===== src/rtl/mbo53_adc_pkg.sv =====
`default_nettype none
// ============================================================================
//  Module      : mbo53_adc_pkg
//  Description : Shared widths and FSM state encoding for the ADC averager.
//  Revision    : 1.0  initial release
// ============================================================================
package mbo53_adc_pkg;

    localparam int c_ADC_W    = 12;
    localparam int c_MAX_LOG2 = 7;
    localparam int c_ACC_W    = c_ADC_W + c_MAX_LOG2;

    typedef logic [1:0] state_t;

    localparam state_t c_ST_IDLE = 2'd0;
    localparam state_t c_ST_ARM  = 2'd1;
    localparam state_t c_ST_ACC  = 2'd2;
    localparam state_t c_ST_DONE = 2'd3;

    function automatic logic [2:0] clamp_log2(input logic [2:0] val, input int max_log2);
        if (int'(val) > max_log2) begin
            return 3'(max_log2);
        end
        return val;
    endfunction

endpackage
`default_nettype wire


===== src/rtl/adc_frame_detect.sv =====
`default_nettype none
// ============================================================================
//  Module      : adc_frame_detect
//  Description : en edge detection; arms on the first frame start after start.
//  Revision    : 1.0  initial release
// ============================================================================
module adc_frame_detect (
    input  logic clk_100,
    input  logic reset,
    input  logic start,
    input  logic en,
    output logic cap_stb,
    output logic armed
);

    logic r_en_d;

    always_ff @(posedge clk_100) begin
        if (reset) begin
            r_en_d <= 1'b0;
            armed  <= 1'b0;
        end else begin
            r_en_d <= en;
            if (!start) begin
                armed <= 1'b0;
            end else if (!en && r_en_d) begin
                armed <= 1'b1;
            end
        end
    end

    assign cap_stb = start & armed & en & ~r_en_d;

endmodule
`default_nettype wire


===== src/rtl/adc_sample_avg.sv =====
`default_nettype none
// ============================================================================
//  Module      : adc_sample_avg
//  Description : Captures ADC results and reports mean/min/max per 2^k window.
//  Revision    : 1.0  initial release
// ============================================================================
module adc_sample_avg
    import mbo53_adc_pkg::*;
#(
    parameter int DATA_LSB = 0,
    parameter int MAX_LOG2 = c_MAX_LOG2
) (
    input  logic                clk_100,
    input  logic                reset,
    input  logic                start,
    input  logic                en,
    input  logic [15:0]         adc_data,
    input  logic [2:0]          avg_log2,
    output logic [c_ADC_W-1:0]  sample_data,
    output logic                sample_valid,
    output logic [c_ADC_W-1:0]  avg_data,
    output logic [c_ADC_W-1:0]  min_data,
    output logic [c_ADC_W-1:0]  max_data,
    output logic                avg_valid,
    output logic                busy
);

    localparam int c_ACCW = c_ADC_W + MAX_LOG2;
    localparam int c_CNTW = MAX_LOG2 + 1;

    logic               w_cap_stb;
    logic               w_armed;
    logic               w_open;
    logic               w_unused;
    logic [c_ADC_W-1:0] w_sample;
    logic [2:0]         w_exp_in;
    logic [c_CNTW-1:0]  w_n_in;
    logic [c_CNTW-1:0]  w_n_cur;
    logic [c_CNTW-1:0]  w_cnt_inc;

    state_t             r_state;
    logic [c_ACCW-1:0]  r_acc;
    logic [c_CNTW-1:0]  r_cnt;
    logic [2:0]         r_exp;
    logic [c_ADC_W-1:0] r_min;
    logic [c_ADC_W-1:0] r_max;

    adc_frame_detect u_frame_detect (
        .clk_100 (clk_100),
        .reset   (reset),
        .start   (start),
        .en      (en),
        .cap_stb (w_cap_stb),
        .armed   (w_armed)
    );

    // Bits of the reader word outside the result field are deliberately ignored.
    assign w_unused  = ^adc_data;
    assign w_sample  = adc_data[DATA_LSB +: c_ADC_W];
    assign w_exp_in  = clamp_log2(avg_log2, MAX_LOG2);
    assign w_n_in    = c_CNTW'(1) << w_exp_in;
    assign w_n_cur   = c_CNTW'(1) << r_exp;
    assign w_cnt_inc = r_cnt + c_CNTW'(1);
    assign w_open    = ((r_state == c_ST_ARM) && w_armed) || (r_state == c_ST_DONE);

    always_ff @(posedge clk_100) begin
        if (reset) begin
            r_state      <= c_ST_IDLE;
            r_acc        <= '0;
            r_cnt        <= '0;
            r_exp        <= '0;
            r_min        <= '0;
            r_max        <= '0;
            sample_data  <= '0;
            sample_valid <= 1'b0;
            avg_data     <= '0;
            min_data     <= '0;
            max_data     <= '0;
            avg_valid    <= 1'b0;
            busy         <= 1'b0;
        end else begin
            sample_valid <= w_cap_stb;
            avg_valid    <= 1'b0;
            if (w_cap_stb) begin
                sample_data <= w_sample;
            end

            if (!start) begin
                r_state <= c_ST_IDLE;
                r_acc   <= '0;
                r_cnt   <= '0;
                busy    <= 1'b0;
            end else if (r_state == c_ST_IDLE) begin
                r_state <= c_ST_ARM;
            end else if (w_open) begin
                // Entering a new window: publish the finished one, latch the
                // exponent, and count a coincident capture as sample one.
                r_exp <= w_exp_in;
                busy  <= 1'b1;
                if (r_state == c_ST_DONE) begin
                    avg_data  <= c_ADC_W'(r_acc >> r_exp);
                    min_data  <= r_min;
                    max_data  <= r_max;
                    avg_valid <= 1'b1;
                end
                if (w_cap_stb) begin
                    r_acc   <= c_ACCW'(w_sample);
                    r_min   <= w_sample;
                    r_max   <= w_sample;
                    r_cnt   <= c_CNTW'(1);
                    r_state <= (w_n_in == c_CNTW'(1)) ? c_ST_DONE : c_ST_ACC;
                end else begin
                    r_acc   <= '0;
                    r_cnt   <= '0;
                    r_state <= c_ST_ACC;
                end
            end else if ((r_state == c_ST_ACC) && w_cap_stb) begin
                r_acc <= r_acc + c_ACCW'(w_sample);
                r_cnt <= w_cnt_inc;
                if (r_cnt == '0) begin
                    r_min <= w_sample;
                    r_max <= w_sample;
                end else begin
                    if (w_sample < r_min) r_min <= w_sample;
                    if (w_sample > r_max) r_max <= w_sample;
                end
                if (w_cnt_inc == w_n_cur) begin
                    r_state <= c_ST_DONE;
                end
            end
        end
    end

endmodule
`default_nettype wire


===== config.mk =====
export PLATFORM = sky130hd
export DESIGN_NAME = adc_sample_avg
export DESIGN_NICKNAME = d
export VERILOG_FILES = /design/src/rtl/mbo53_adc_pkg.sv /design/src/rtl/adc_frame_detect.sv /design/src/rtl/adc_sample_avg.sv
export SDC_FILE = /design/constraint.sdc
export NUM_CORES = 1
export LEC_CHECK = 0
export ABC_AREA = 1
export CAP_MARGIN = 10
export CORE_MARGIN = 2
export CORE_UTILIZATION = 61
export DETAILED_ROUTE_END_ITERATION = 12
export HOLD_SLACK_MARGIN = 0.1
export PLACE_DENSITY_LB_ADDON = 0.1
export SYNTH_ARGS = -nofsm -noshare
export SYNTH_HDL_FRONTEND = slang
export SYNTH_SLANG_ARGS = --single-unit

===== constraint.sdc =====
create_clock -name clk_100 -period 4.9 [get_ports clk_100]
set_input_delay 0.98 -clock clk_100 [delete_from_list [all_inputs] [get_ports clk_100]]
set_output_delay 0.98 -clock clk_100 [all_outputs]
set_load 0.03 [all_outputs]

==> results of run 1 <==
power breakdown:
group          internal [W]  total [W]  switching [W]
clock              0.000364   0.000669       0.000305
combinational     0.0000435   0.000119      0.0000757
sequential         0.000888   0.000891     0.00000303
total               0.00129    0.00168       0.000384
through the flow:
stage          instance area, um2  worst slack [ps]
2_1_floorplan                6270              2450
3_3_place_gp                 6960              1620
3_5_place_dp                 6960              1550
4_1_cts                      7210              1970
5_1_grt                      7210              1780
6_report                     7210              1940
cell usage after synthesis, types with 5 or more instances:
| master | count | area share (%) |
|---|---|---|
| o211ai_1 | 12 | 1.4 |
| nand2_1 | 203 | 12 |
| clkbuf_1 | 17 | 1.0 |
| nor2_1 | 89 | 5.3 |
| o21bai_1 | 5 | 0.60 |
| buf_6 | 5 | 0.90 |
| nand4_1 | 7 | 0.70 |
| inv_1 | 109 | 6.5 |
| ha_1 | 37 | 7.4 |
| dfxtp_1 | 109 | 35 |
| o21ai_0 | 70 | 5.6 |
| buf_2 | 19 | 1.5 |
| nor3_1 | 7 | 0.56 |
| a21oi_1 | 96 | 7.7 |
| a31oi_1 | 6 | 0.60 |
| nand3_1 | 78 | 6.2 |
sequential cells by signal, indices dropped and copies added (netlist names), 3 cells and up:
name         cells
r_acc           19
avg_data        12
max_data        12
min_data        12
r_max           12
r_min           12
sample_data     12
r_cnt            8
r_exp            3
worst paths after layout:
kind | from | to | slack, ps | cells past startpoint
setup reg to reg | r_state[1] | max_data[2] | 2480 | 5
hold reg to reg | sample_data[7] | sample_data[7] | 470 | 2
hold / removal | sample_data[7] | sample_data[7] | 470 | 2
setup / recovery | adc_data[11] | r_max[0] | 1940 | 11
kinds of logic (layout without fill, tap and decap cells):
| kind of cell | count (synthesis) | count (layout) | share of synthesized area [%] |
|---|---|---|---|
| AO/OA/AOI/OAI | 206 | 206 | 18.2 |
| XOR/XNOR | 7 | 7 | 0.977 |
| adder cells (fa/ha/maj) | 38 | 38 | 7.70 |
| buffers and inverters | 157 | 204 | 10.6 |
| flip-flops | 109 | 109 | 34.8 |
| multiplexers | 2 | 2 | 0.319 |
| AND/OR/NAND/NOR | 402 | 402 | 27.4 |
cell usage in the layout (no fill, tap or decap), types with 2 or more instances in the layout:
cell type        count
a31oi_1              6
nor2_2               2
nand2_2              3
mux2i_1              2
xor2_1               4
nand2_1            203
clkbuf_8            11
o211ai_1            12
xnor2_1              3
nand3_1             78
nand3b_1             4
ha_1                37
nand2_4              2
nor2_1              89
a22oi_1              3
inv_4                2
buf_4                7
nor3_1               7
a21oi_1             96
clkdlybuf4s50_1     69
a21o_1               2
o21ai_0             70
and2_1               2
nand4_1              7
o21bai_1             5
bufinv_16            3
o221ai_1             4
dfxtp_1            109
nor3_4               2
inv_1              109
worst max-delay path: stages:
cell,delay (ps)
clkdlybuf4s50_1,610
ha_1,440
nand4_1,120
nor3_1,230
nand2_1,90
nand3_1,80
nand2_1,70
nand2_2,340
nand3_1,140
nand2_1,90
nor2_1,60
layout make-up:
type | count | share of cell area [%]
multi-input cells | 655 | 47.7
flip-flops and latches | 109 | 30.3
repair buffers | 76 | 10.3
inverters | 113 | 5.95
well taps | 136 | 2.36
clock buffers | 11 | 2.10
clock inverters | 4 | 1.32
routing by layer:
metal  vias to the layer above  share of wire [%]
met2                       225                 46
met5                         -                  0
met3                        38                7.1
met4                         0                2.3
met1                      2828                 44
li1                       3112                  -
==> metrics.txt, run 1 <==
WP data arrival 3240 ps; WHS 474 ps; Synth Net Count between 900 and 1,000; Post-CTS Setup Inserts 0; Synthesis Warnings 0; Worst-path clk slew 90 ps; Synth Flop Type dfxtp_1; Final ANT Viol Nets 0; syn_area_per_cell 6.81 um2; fillers 892; total CTS buffers 9; Initial DRT Pass Iterations 6; Tot GR Track Use 31.0%; num ports 74; layout cells sized above 1 3.93%; GPL Wtd Cong 0.923; total of max-cap violations 0; FFs w/ async S/R, synth 0%; antenna cells 0; initial antenna violation count 0; Period minus WS final slightly below 3000 ps; RSZ-0062 raised after global routing no; Crit. End Element flip-flop; grt met1 use 40.7%; startpoint types input pin; Slew @ Worst Pin 1150 ps; Slew HR 22.9%; first-pass GRT wire length between 20,000 and 30,000 um; row cnt 37; WL/cell 15.2 um; Die X 105 um; Final HPWL DP 12,100 um; CTS tree yes; Sequential Area 2180 um2; Layout Nets 1,025; Root Driver clkbuf_8; sequential share of the synthesized area 34.8%; DR DRC count 0; routed via count 6,203; area occupied by multi-input gates 3440 um2; routed wire length 16,800 um; # hold bufs at CTS 0; EDFF count, synth 0; Post-Layout Cell Count 1,104; max-slew violations 0; Setup CP Type input pin to flip-flop; die height 105 um; Post-Synthesis Cell Area 6270 um2; # clock sinks around 110; crit share post-route 60.4%; GRT overflow 0; final core occ slightly above 70%; Gate Count Post-Synth 921; Cells after DPL 1,089; Die ar. 11,100 um2; worst path required time 5180 ps; maximum vdd drop a little over 0.0002 V; CORE AREA roughly 10,000 um2; vias in the first global route 5,739; Max Freq 338 MHz; Layout area overhead 14.9%; outcome finished clean; GR Util met2 about half; worst clock skew 13.0 ps; CTS resizes 0; DR vias/cell 5.62; H-tree Lvls 3; P_leak 3.12 nW; largest net degree at the start of global routing 61; met3 Usage GRT 6.68%; DR iter-0 viols 525; Clock Tree Buf Depth 2; initial cell density of the core between 60% and 70%; gr busiest metal met2; Hold Crit Class flip-flop to flip-flop; total negative slack 0 ps; Power Total 0.00168 W; final setup vio count 0; number of distinct library cells after synthesis 46; Fin. Hold Viols 0; worst skew pair latency around 400 ps; Pwr Density 233 nW/um2; crit path max fanout 24; synthesized flop and latch total 109; IO buf count 69
No activity file was read; power rests on OpenSTA's default activity.
==> run 2, diff against run 1 <==
--- a/config.mk
+++ b/config.mk
@@ -8,7 +8,7 @@
 export ABC_AREA = 1
 export CAP_MARGIN = 10
 export CORE_MARGIN = 2
-export CORE_UTILIZATION = 61
+export CORE_UTILIZATION = 51
 export DETAILED_ROUTE_END_ITERATION = 12
 export HOLD_SLACK_MARGIN = 0.1
 export PLACE_DENSITY_LB_ADDON = 0.1
==> constraint.sdc (replaced) <==
create_clock -name clk_100 -period 2.65 [get_ports clk_100]
set_input_delay 0.53 -clock clk_100 [delete_from_list [all_inputs] [get_ports clk_100]]
set_output_delay 0.53 -clock clk_100 [all_outputs]
set_load 0.03 [all_outputs]
==> run 2 against run 1 <==
Flip-flop and latch count did not move. Via count fell by 0.71%. Register-to-register slack got worse by 1900 ps. Die area rose by 19%. Global-route usage fell by 3.9 points. Routed wire length rose by 1.9%. Sequential share of layout area fell by 2.1 points. Clock power rose by 100%. First-iteration DRC count rose by 18%.
==> metrics.txt, run 2 (synthesized netlist as in run 1, its figures left out) <==
Die X 115 um (was 105 um); vias in the first global route 5,540 (was 5,739); commonest non-fill, non-tap cells in the layout nand2_1 (203), inv_1 (109), dfxtp_1 (109) (unchanged); Largest Register r_acc (unchanged); num ports 74 (unchanged); Layout Nets 1,078 (was 1,025); max incr delay on CP 620 ps (was 610 ps); Final HPWL DP 12,500 um (was 12,100 um); Tot GR Track Use 27.1% (was 31.0%); Period minus WS final 2350 ps; RSZ-0062 raised after global routing no (unchanged); die height 115 um (was 105 um); layout cells sized above 1 8.81% (was 3.93%); Layout area overhead 23.3% (was 14.9%); Setup CP Type input pin to flip-flop (unchanged); crit path max fanout 7 (was 24); GRT overflow 0 (unchanged); DR DRC count 0 (unchanged); DR iter-0 viols 619 (was 525); CORE AREA 12,000 um2 (was 10,100 um2); routed via count 6,159 (was 6,203); WHS 462 ps (was 474 ps); met2 WL 7240 um (was 7750 um); Critical Path Most Common Cell nand2_1 (unchanged); Slew @ Worst Pin 659 ps (was 1150 ps); Worst-path clk slew 70 ps (was 90 ps); final setup vio count 0 (unchanged); Root Driver clkbuf_16 (was clkbuf_8); routed wire length 17,100 um (was 16,800 um); Switching Power 0.000775 W (was 0.000384 W); Flop pwr share 50.5% (was 53.1%); clock share of power 41.6% (was 39.9%); initial cell density of the core 52.2% (was 61.9%); worst clock skew 6.33 ps (was 13.0 ps); largest net degree at the start of global routing 69 (was 61); switch share 23.8% (was 22.9%); post-place instance area 7450 um2 (was 6960 um2); Power Total 0.00326 W (was 0.00168 W); total CTS buffers 9 (unchanged); P_leak 3.41 nW (was 3.12 nW); maximum vdd drop 0.000387 V (was 0.000204 V); Die ar. 13,200 um2 (was 11,100 um2); antenna cells 0 (unchanged); total of max-cap violations 0 (unchanged); outcome finished clean (unchanged); Final ANT Viol Nets 0 (unchanged); Sequential Area 2180 um2 (unchanged); Post-CTS Setup Inserts 0 (unchanged); CTS tree yes (unchanged); area occupied by multi-input gates 3440 um2 (unchanged); commonest non-fill, non-tap cell in the layout nand2_1 (unchanged); CTS resizes 0 (unchanged); Logic pwr share 7.9% (was 7.1%); design area 7740 um2 (was 7210 um2); GPL Wtd Cong 0.955 (was 0.923); startpoint types input pin (unchanged); crit path cell chain clkdlybuf4s50_1 > ha_1 > nand2_1 > nor2_1 > nand2_1 > nand2_1 > nand2_1 > nand3_1 > nand4_1 > nand2_1 > nand2_1 > nor2_1 (was clkdlybuf4s50_1 > ha_1 > nand4_1 > nor3_1 > nand2_1 > nand3_1 > nand2_1 > nand2_2 > nand3_1 > nand2_1 > nor2_1); WL met3 949 um (was 1190 um); Max Freq 425 MHz; IO buf count 69 (unchanged); worst skew pair latency 360 ps (was 400 ps); Hold Crit Class flip-flop to flip-flop (unchanged); H-tree Lvls 3 (unchanged); first-pass GRT wire length 28,000 um (was 27,600 um); row cnt 40 (was 37); Clock Tree Buf Depth 2 (unchanged); Max Used Layer met4 (unchanged); Crit. End Element flip-flop (unchanged); met1 wire length 8510 um (was 7450 um); crit share post-route 88.7%; # clock sinks 109 (unchanged); Int Power 0.00248 W (was 0.00129 W); slowest cell on the critical path clkdlybuf4s50_1 (unchanged); WL/cell 14.6 um (was 15.2 um); initial antenna violation count 0 (unchanged); WP data arrival 2650 ps (was 3240 ps); Slew HR 56.0% (was 22.9%); worst path required time 2950 ps (was 5180 ps); # hold bufs at CTS 0 (unchanged); Initial DRT Pass Iterations 5 (was 6); Fin. Hold Viols 0 (unchanged); max-slew violations 0 (unchanged); DR vias/cell 5.27 (was 5.62); final worst slack 298 ps (was 1940 ps); Pwr Density 421 nW/um2 (was 233 nW/um2); max reg flops 19 (unchanged); dpl ws -42.6 ps (was 1550 ps); fillers 1,112 (was 892)
run 2: changes by cell type in the layout (fill, tap and decap cells not counted), sizes merged:
| cell | change |
|---|---|
| buf | +53 |
| bufinv | -2 |
| clkbuf | -1 |
| clkinv | -1 |
| clkinvlp | +3 |
| inv | +1 |
run 2: worst max-delay path, delay by kind of cell:
kind	cells	cell delay, ps
buffers and inverters	1	620
and+or+nand+nor	10	1030
adders and majority gates	1	470
run 2: power groups by stage:
stage	clock network (W)	logic [W]	registers [W]
after floorplan	0	0.000123	0.00169
after global placement	0	0.000255	0.00168
after detailed placement	0	0.000256	0.00168
after CTS	0.00139	0.000258	0.00165
after global routing	0.00145	0.000287	0.00165
final	0.00136	0.000258	0.00165
run 2: final cells by class:
type / instances / share of cell area [%]
clock buffer: 10 / 2.96
clock inverter: 5 / 0.792
inverter: 113 / 5.55
multi-input combinational: 655 / 44.4
sequential: 109 / 28.2
tap: 147 / 2.38
timing repair buffer: 129 / 15.7
run 2: path summary, 6_finish.rpt:
check	startpoint	endpoint	slack, ps	cells past startpoint
worst min-delay path	sample_data[1]	sample_data[1]	460	2
worst max-delay path	adc_data[4]	r_acc[16]	300	12
worst max register to register	r_acc[0]	r_acc[16]	590	12
worst min register to register	sample_data[1]	sample_data[1]	460	2
run 2: through the flow:
stage	setup TNS, ps	cells	util (%)
floorplan	0	921	-
global placement	-46.4	1153	62.0
detailed placement	-42.6	1153	62.0
CTS	0	1168	64.4
global route	0	1168	64.4
finish	0	1168	64.4
run 2: metal layers:
layer | track usage, % | up-vias
met5 | 0 | -
met4 | 8.67 | 0
met3 | 5.96 | 22
met2 | 40.2 | 160
met1 | 39.3 | 2764
li1 | - | 3213
